File: src/rtl/fp_to_int.sv
// binary32 -> int32 converter, round-to-nearest-even.
// Bit-serial right alignment; valid/ready on both sides.
module fp_to_int (
  input  logic        clk,
  input  logic        rst_n,
  input  logic        in_valid,
  output logic        in_ready,
  input  logic [31:0] opd,
  output logic        out_valid,
  input  logic        out_ready,
  output logic [31:0] res,
  output logic        nan,
  output logic        overflow,
  output logic        inexact,
  output logic        zero
);

  typedef enum logic [1:0] {
    IDLE,
    SHIFT,
    ROUND,
    DONE
  } state_t;

  state_t state, state_nx;

  logic        s_q;
  logic [23:0] sh_q;
  logic        g_q;
  logic        st_q;
  logic [4:0]  cnt_q;
  logic        fin_q;

  logic        sgn;
  logic [7:0]  e;
  logic [22:0] mant;
  logic [23:0] sig;
  logic [7:0]  e_off;
  logic [7:0]  n8;
  logic [31:0] lmag;

  logic        is_nan;
  logic        is_big;
  logic        is_zero;
  logic        is_tiny;
  logic        is_left;
  logic        is_right;

  logic [31:0] c_res;
  logic        c_nan;
  logic        c_ovf;
  logic        c_inx;
  logic        c_zero;
  logic        c_fin;
  logic [4:0]  c_cnt;

  logic [24:0] rmag;
  logic [31:0] rres;

  assign sgn   = opd[31];
  assign e     = opd[30:23];
  assign mant  = opd[22:0];
  assign sig   = {1'b1, mant};
  assign e_off = e - 8'd150;
  assign n8    = 8'd150 - e;
  assign lmag  = {8'b0, sig} << e_off[2:0];

  assign is_nan   = (e == 8'd255) && (mant != 23'd0);
  assign is_big   = (e >= 8'd158) && !is_nan;
  assign is_zero  = (e == 8'd0) && (mant == 23'd0);
  assign is_tiny  = (e <= 8'd125) && !is_zero;
  assign is_left  = (e >= 8'd150) && (e <= 8'd157);
  assign is_right = (e >= 8'd126) && (e <= 8'd149);

  // Specials and exact left shifts resolve at acceptance and
  // pass through ROUND untouched (fin=1).
  always_comb begin
    c_res  = 32'd0;
    c_nan  = 1'b0;
    c_ovf  = 1'b0;
    c_inx  = 1'b0;
    c_zero = 1'b0;
    c_fin  = 1'b1;
    c_cnt  = 5'd0;
    unique case (1'b1)
      is_nan: begin
        c_res = 32'h8000_0000;
        c_nan = 1'b1;
      end
      is_big: begin
        if (sgn && (e == 8'd158) && (mant == 23'd0)) begin
          c_res = 32'h8000_0000;
        end else begin
          c_res = sgn ? 32'h8000_0000 : 32'h7FFF_FFFF;
          c_ovf = 1'b1;
        end
      end
      is_zero: begin
        c_zero = 1'b1;
      end
      is_tiny: begin
        c_zero = 1'b1;
        c_inx  = 1'b1;
      end
      is_left: begin
        c_res = sgn ? -lmag : lmag;
      end
      is_right: begin
        c_fin = 1'b0;
        c_cnt = n8[4:0];
      end
      default: ;
    endcase
  end

  assign rmag = {1'b0, sh_q}
              + {24'd0, g_q & (st_q | sh_q[0])};
  assign rres = s_q ? -{7'd0, rmag} : {7'd0, rmag};

  always_comb begin
    state_nx = state;
    unique case (state)
      IDLE:  if (in_valid) state_nx = c_fin ? ROUND : SHIFT;
      SHIFT: if (cnt_q == 5'd1) state_nx = ROUND;
      ROUND: state_nx = DONE;
      DONE:  if (out_ready) state_nx = IDLE;
      default: state_nx = IDLE;
    endcase
  end

  always_ff @(posedge clk or negedge rst_n) begin
    if (!rst_n) begin
      state    <= IDLE;
      s_q      <= 1'b0;
      sh_q     <= 24'd0;
      g_q      <= 1'b0;
      st_q     <= 1'b0;
      cnt_q    <= 5'd0;
      fin_q    <= 1'b0;
      res      <= 32'd0;
      nan      <= 1'b0;
      overflow <= 1'b0;
      inexact  <= 1'b0;
      zero     <= 1'b0;
    end else begin
      state <= state_nx;
      unique case (state)
        IDLE: begin
          if (in_valid) begin
            s_q      <= sgn;
            sh_q     <= sig;
            g_q      <= 1'b0;
            st_q     <= 1'b0;
            cnt_q    <= c_cnt;
            fin_q    <= c_fin;
            res      <= c_res;
            nan      <= c_nan;
            overflow <= c_ovf;
            inexact  <= c_inx;
            zero     <= c_zero;
          end
        end
        SHIFT: begin
          st_q  <= st_q | g_q;
          g_q   <= sh_q[0];
          sh_q  <= sh_q >> 1;
          cnt_q <= cnt_q - 5'd1;
        end
        ROUND: begin
          if (!fin_q) begin
            res     <= rres;
            inexact <= g_q | st_q;
            zero    <= (rmag == 25'd0);
          end
        end
        default: ;
      endcase
    end
  end

  assign in_ready  = (state == IDLE);
  assign out_valid = (state == DONE);

endmodule
File: config.mk
export PLATFORM = sky130hd
export DESIGN_NAME = fp_to_int
export DESIGN_NICKNAME = d
export VERILOG_FILES = /design/src/rtl/fp_to_int.sv
export SDC_FILE = /design/constraint.sdc
export NUM_CORES = 1
export LEC_CHECK = 0
export CORE_ASPECT_RATIO = 1.5
export CORE_UTILIZATION = 55
export CTS_BUF_LIST = sky130_fd_sc_hd__clkbuf_4 sky130_fd_sc_hd__clkbuf_8
export DETAILED_ROUTE_END_ITERATION = 10
export PLACE_DENSITY = 0.83
export SLEW_MARGIN = 20
export SYNTH_ARGS = -nofsm -noshare
export SYNTH_HDL_FRONTEND = slang
export SYNTH_SLANG_ARGS = --single-unit
File: constraint.sdc
create_clock -name clk -period 10.4 [get_ports clk]
set_input_delay 3.12 -clock clk [delete_from_list [all_inputs] [get_ports clk]]
set_output_delay 3.12 -clock clk [all_outputs]
set_load 0.05 [all_outputs]
# Yosys cells after proc, flatten, opt, wreduce, memory -nomap -nowiden
# Cells that the tools add are included.
[totals]
ff_bits = 71
in_bits = 36
out_inout_bits = 38
word_cells = 93
[classes]
add_sub_neg = 6
order_cmp = 6
eq_ne = 10
shift = 1
muxes = 33
bitwise_logic = 3
n_reduce_logical = 22
[ops]
columns = ["op", "count"]
rows = [
  ["32-bit two-way mux", 6],
  ["32-bit one-hot mux with 3 select lines", 1],
  ["32-bit one-hot mux with 2 select lines", 1],
  ["24-bit one-hot mux with 2 select lines", 1],
  ["25-bit negation with 32-bit output", 1],
  ["32-bit negation", 1],
  ["24-bit by 3-bit left shift with 32-bit output", 1],
  ["24-bit by 1-bit adder with 25-bit output", 1],
  ["25-bit zero test", 1],
  ["24-bit two-way mux", 1],
  ["23-bit zero test", 1],
  ["23-bit nonzero test", 1],
  ["8-bit equality test (second input constant)", 2],
  ["8-bit greater-or-equal comparator (second input constant)", 2],
  ["8-bit less-or-equal comparator (second input constant)", 2],
  ["1-bit two-way mux", 11],
  ["5-bit two-way mux", 2],
  ["5-bit one-hot mux with 2 select lines", 1],
  ["8-bit by 7-bit greater-or-equal comparator with 1-bit output (second input constant)", 1],
  ["8-bit by 7-bit less-or-equal comparator with 1-bit output (second input constant)", 1],
  ["1-bit logical AND", 8],
  ["8-bit zero test", 1],
  ["2-bit two-way mux", 4],
  ["1-bit one-hot mux with 2 select lines", 4],
  ["other kinds (17)", 25],
]

# Depth between registers and ports, before layout
[logic_depth]
word_depth = 8
mapped_depth = 15
mapped_depth_nobuf = 11

# Least setup slack after synthesis
# OpenSTA, ideal clock, no wires.
[synth_path]
path_kind = "input to register"
startpoint = "in opd[24]"
endpoint = "reg res[18]"
setup_time_ns = 0.136
t_arrival_ns = 6.424
required_time_ns = 10.264
path_slack_ns = 3.840
cell_stages = 14
n_path_buf = 5
cell_sequence = "ha_1 buf_6 buf_8 clkbuf_1 buf_1 clkbuf_1 or2_2 ha_1 o21ai_0 or4_4 o41ai_1 xor2_1 a221oi_1 o21ai_0"
[synth_via]
elab_chain_cells = 7
word_cells_on_any_way = 19
classes_between = "add/sub (2); order compare (3); eq/ne (2); shift (1); mux (5); reduce/logical (6)"
[synth_lines]
columns = ["element", "line_no", "text"]
rows = [
  ["from (decl)", "8", "input logic [31:0] opd,"],
  ["3-bit subtractor (tied with other cells)", "64", "assign e_off = e - 8'd150;"],
  ["24-bit by 3-bit left shift with 32-bit output (tied with other cells)", "66", "assign lmag = {8'b0, sig} << e_off[2:0];"],
  ["32-bit negation (tied with other cells)", "106", "c_res = sgn ? -lmag : lmag;"],
  ["32-bit two-way mux (tied with other cells)", "106", ""],
  ["32-bit one-hot mux with 3 select lines *", "85", "unique case (1'b1)"],
  ["32-bit two-way mux *", "149", "if (in_valid) begin"],
  ["32-bit one-hot mux with 2 select lines *", "147", "unique case (state)"],
  ["to (signal assigned)", "156", "res <= c_res;"],
  ["to (signal assigned)", "171", "res <= rres;"],
  ["to (decl)", "11", "output logic [31:0] res,"],
]
# Every way passes the cells marked *; elsewhere a longest branch is shown, timed or not. The select of a mux whose other input is x is not followed.
# A chain may end at the register's enable or synchronous reset.

# Worst setup path in the final report
[layout_path]
startpoint = "in opd[25]"
endpoint = "reg res[18]"
# Same word-level chain as after synthesis.

==> summary.txt <==
Placed design
  • Worst Setup Slack post-DPL: 2.57 ns
  • I/O Buffers: 73
  • Placed cell area: 8040 sq um
  • Placed wire-length estimate: 16.6 mm
  • Final Wtd Congestion: 0.918

Worst setup path
  • Kind of start point of the critical path: input port
  • Data arrival time at the worst-slack endpoint: 7.77 ns
  • Largest fanout of any net on the critical path: 49
  • Kind of end point of the critical path: register
  • Required time worst endpoint: 10.65 ns
  • Kind of critical path: in -> reg

Global route
  • Initial antenna violation count: 0
  • Vias in the first global route: 6882
  • Global-route usage over all layers: 33.6%
  • Total global routing overflow: 0
  • Global-route wire length before repair: 36.5 mm
  • Largest net degree at the start of global routing: 72

Worst hold path
  • Worst hold path class: reg -> reg

Clocking
  • Resized Gates After CTS: 0
  • Clock-pin slew on the worst setup and hold paths: 0.10 ns
  • TritonCTS clock tree: done
  • CTS buffer count: 9
  • Number of sinks on the clock net: 71
  • Insertion delay to the later sink of the worst-skew pair: 0.38 ns
  • CTS Hold Bufs: 0
  • Count of buffers added by post-CTS timing repair for setup: 0
  • Cell at the root of the clock tree: sky130_fd_sc_hd__clkbuf_8
  • Maximum level of the CTS H-tree: 3
  • Deepest clock path buffer count: 2

Power and ir drop
  • Worst vdd ir: 0.000194 V
  • Pwr Density: 280 nW/um^2
  • Leakage power of the design: 3.15 nW

Finish
  • Diode insertion count for antenna repair: 0
  • Most common library cell in the layout ignoring fill and taps: sky130_fd_sc_hd__nand2_1
  • Filler cell count in the final layout: 1111
  • Post-synthesis to final-layout area growth: 11.0%
  • Area occupied by multi-input gates: 5220 sq um
  • Highest-count cells in the layout ignoring fill and taps: sky130_fd_sc_hd__nand2_1, sky130_fd_sc_hd__o21ai_0, sky130_fd_sc_hd__nor2_1
  • Total number of nets in the final design: 983
  • Post-route cell area: 8230 sq um
  • Fraction of final layout cells sized beyond drive strength 1: 8.02%
  • Sequential cell area: 1780 sq um

Timing
  • Final Setup Violations: 0
  • Setup TNS: 0 ns
  • Max_slew headroom: 30.2%
  • RSZ-0062 raised after global routing: false
  • Post-route setup slack: 2.89 ns
  • Max Clock Freq: 133 MHz
  • Actual slew at the worst max-slew pin: 1.03 ns
  • Period Utilization, post-route: 72.2%
  • Number of hold violations in the final report: 0
  • Crit path time final: 7.51 ns
  • Layout Skew: 0.0227 ns
  • Number of pins with negative max-slew slack in the final report: 0

Synthesis
  • Yosys top cell area share: 24.0%
  • Seq cells post-synth: 71
  • Number of synthesized flops with an enable pin: 0
  • Sequential cell area fraction in the yosys report: 24.0%
  • Share of synthesized cell area in and, or, nand and nor gates: 21.3%
  • Number of warnings printed during yosys synthesis: 0
  • Share of flip-flops with an asynchronous set or reset after synthesis: 100%
  • Mean instance size in the synthesized netlist: 8.07 sq um
  • Synthesized cell area: 7410 sq um
  • Synthesized-area fraction occupied by adder cells: 2.87%
  • Net count after synthesis: 971
  • Ranking of synthesized cells by area: sky130_fd_sc_hd__dfrtp_1, sky130_fd_sc_hd__mux2i_1, sky130_fd_sc_hd__o21ai_0
  • Top flip-flop cell by instance count after synthesis: sky130_fd_sc_hd__dfrtp_1
  • Leading area contributor after synthesis: sky130_fd_sc_hd__dfrtp_1
  • Largest family of logic cells by synthesized area: compound AO/OA/AOI/OAI gates
  • Area fraction in compound gates after synthesis: 23.1%
  • Post-synthesis xor/xnor area fraction: 8.27%
  • Count of distinct cell types in the synthesized netlist: 81
  • Cell count after synthesis: 918
  • Proportion of synthesized area in mux cells: 14.7%

Detailed routing
  • DR DRC count: 0
  • Antenna Violating Nets Remaining: 0
  • Number of iterations in the first detailed-routing pass: 6
  • 1st-iter DRT viols: 618
  • Wire length per cell after detailed routing: 20.9 um
  • Via density per instance: 6.77
  • Final wirelength: 22.8 mm
  • DR vias: 7407

Floorplanning
  • Area inside the core boundary: 13100 sq um
  • Die width: 96.8 um
  • Number of top-level pins: 74
  • Die Span Y: 144 um
  • Overall die area: 13900 sq um
  • Site Rows: 51
  • Initial Utilization: 56.6%

Flow run
  • Max-cap violations: 0

Run status
  • Run status: finished, final reports clean
-- synthesized netlist by cell type (4+ instances only) --
cell type                     n
sky130_fd_sc_hd__o31ai_1     17
sky130_fd_sc_hd__buf_2       10
sky130_fd_sc_hd__mux2i_1     64
sky130_fd_sc_hd__a2bb2oi_1    5
sky130_fd_sc_hd__nor3_1      19
sky130_fd_sc_hd__nor2b_1      8
sky130_fd_sc_hd__and4_1       4
sky130_fd_sc_hd__mux4_2      12
sky130_fd_sc_hd__ha_1        17
sky130_fd_sc_hd__buf_1        9
sky130_fd_sc_hd__nand4_1     12
sky130_fd_sc_hd__o21ai_0     86
sky130_fd_sc_hd__o211ai_1     7
sky130_fd_sc_hd__a22oi_1      5
sky130_fd_sc_hd__nand2_1    100
sky130_fd_sc_hd__inv_1       17
sky130_fd_sc_hd__mux2_2       9
sky130_fd_sc_hd__nor2_1      85
sky130_fd_sc_hd__o41ai_1      7
sky130_fd_sc_hd__a21o_1       6
sky130_fd_sc_hd__nand2b_1     4
sky130_fd_sc_hd__xor2_1      27
sky130_fd_sc_hd__nand3_1     25
sky130_fd_sc_hd__o41ai_2      4
sky130_fd_sc_hd__o2111ai_1    5
sky130_fd_sc_hd__nor4_1      10
sky130_fd_sc_hd__or4_1        6
sky130_fd_sc_hd__a21oi_1     44
sky130_fd_sc_hd__nor3b_1      5
sky130_fd_sc_hd__clkbuf_1    53
sky130_fd_sc_hd__a211oi_1     7
sky130_fd_sc_hd__xnor2_1     43
sky130_fd_sc_hd__or2_2        4
sky130_fd_sc_hd__o22ai_1      5
sky130_fd_sc_hd__and2_1      11
sky130_fd_sc_hd__o21a_1       7
sky130_fd_sc_hd__and3_1       7
sky130_fd_sc_hd__a221oi_1    15
sky130_fd_sc_hd__dfrtp_1     71
-- routing by layer --
layer / share of wire (%) / vias up / global-route usage (%)
met5: 0 / - / 0
met4: 7.4 / 0 / 24.0
met3: 8.0 / 96 / 5.80
met2: 46 / 427 / 54.0
met1: 38 / 3485 / 40.9
li1: - / 3399 / -
-- per-stage QoR --
step	hold WS (ns)	power, mW	utilization [%]	instances
floorplan	0.474	1.61	-	918
detailed placement	0.477	2.05	61.5	1078
global route	0.538	2.46	62.9	1094
CTS	0.498	2.27	62.9	1094
global placement	0.464	2.01	61.5	1078
finish	0.499	2.31	62.9	1094
-- critical path, cell delays in order --
cell,delay (ns)
sky130_fd_sc_hd__clkdlybuf4s50_1,0.57
sky130_fd_sc_hd__ha_2,1.09
sky130_fd_sc_hd__mux4_2,0.65
sky130_fd_sc_hd__and2_1,0.20
sky130_fd_sc_hd__or3_4,0.46
sky130_fd_sc_hd__or4_4,0.67
sky130_fd_sc_hd__o41ai_1,0.45
sky130_fd_sc_hd__xor2_1,0.12
sky130_fd_sc_hd__a221oi_1,0.29
sky130_fd_sc_hd__o21ai_0,0.12
-- sequential cells by signal, summed over array words and instances (netlist names) --
name / flops
cnt_q: 5
fin_q: 1
g_q: 1
inexact: 1
nan: 1
overflow: 1
res: 32
s_q: 1
sh_q: 24
st_q: 1
state: 2
zero: 1
-- final cells by class --
class / instances / share of cell area [%]
multi-input cells: 749 / 63.5
flip-flops and latches: 71 / 21.6
repair buffers: 81 / 9.43
well taps: 159 / 2.42
clock buffers: 13 / 2.02
inverters: 18 / 0.821
clock inverters: 3 / 0.213
-- cells by family after synthesis --
| kind of cell | after synthesis |
|---|---|
| flops | 71 |
| compound gates | 253 |
| buf+inv | 98 |
| simple gates | 321 |
| mux | 88 |
| xor+xnor | 70 |
| fa+ha+maj | 17 |
-- final timing paths --
kind	from	endpoint	slack [ns]	depth (start not counted)
max	opd[25]	res[18]$_DFFE_PN0P_	2.89	10
min	res[1]$_DFFE_PN0P_	res[1]$_DFFE_PN0P_	0.50	2
max reg2reg	g_q$_DFFE_PN0P_	res[26]$_DFFE_PN0P_	6.32	10
min reg2reg	res[1]$_DFFE_PN0P_	res[1]$_DFFE_PN0P_	0.50	2
max in group asynchronous	rst_n	res[23]$_DFFE_PN0P_	6.80	2
min in group asynchronous	rst_n	sh_q[4]$_DFFE_PN0P_	2.97	2
-- where the power goes --
group          internal (mW)  total, mW  switching [mW]  leakage [nW]
Combinational          0.533       1.51           0.981          2.18
Sequential             0.412      0.575           0.163         0.873
Clock                  0.104      0.218           0.114        0.0963
No activity file was read; power rests on OpenSTA's default activity.
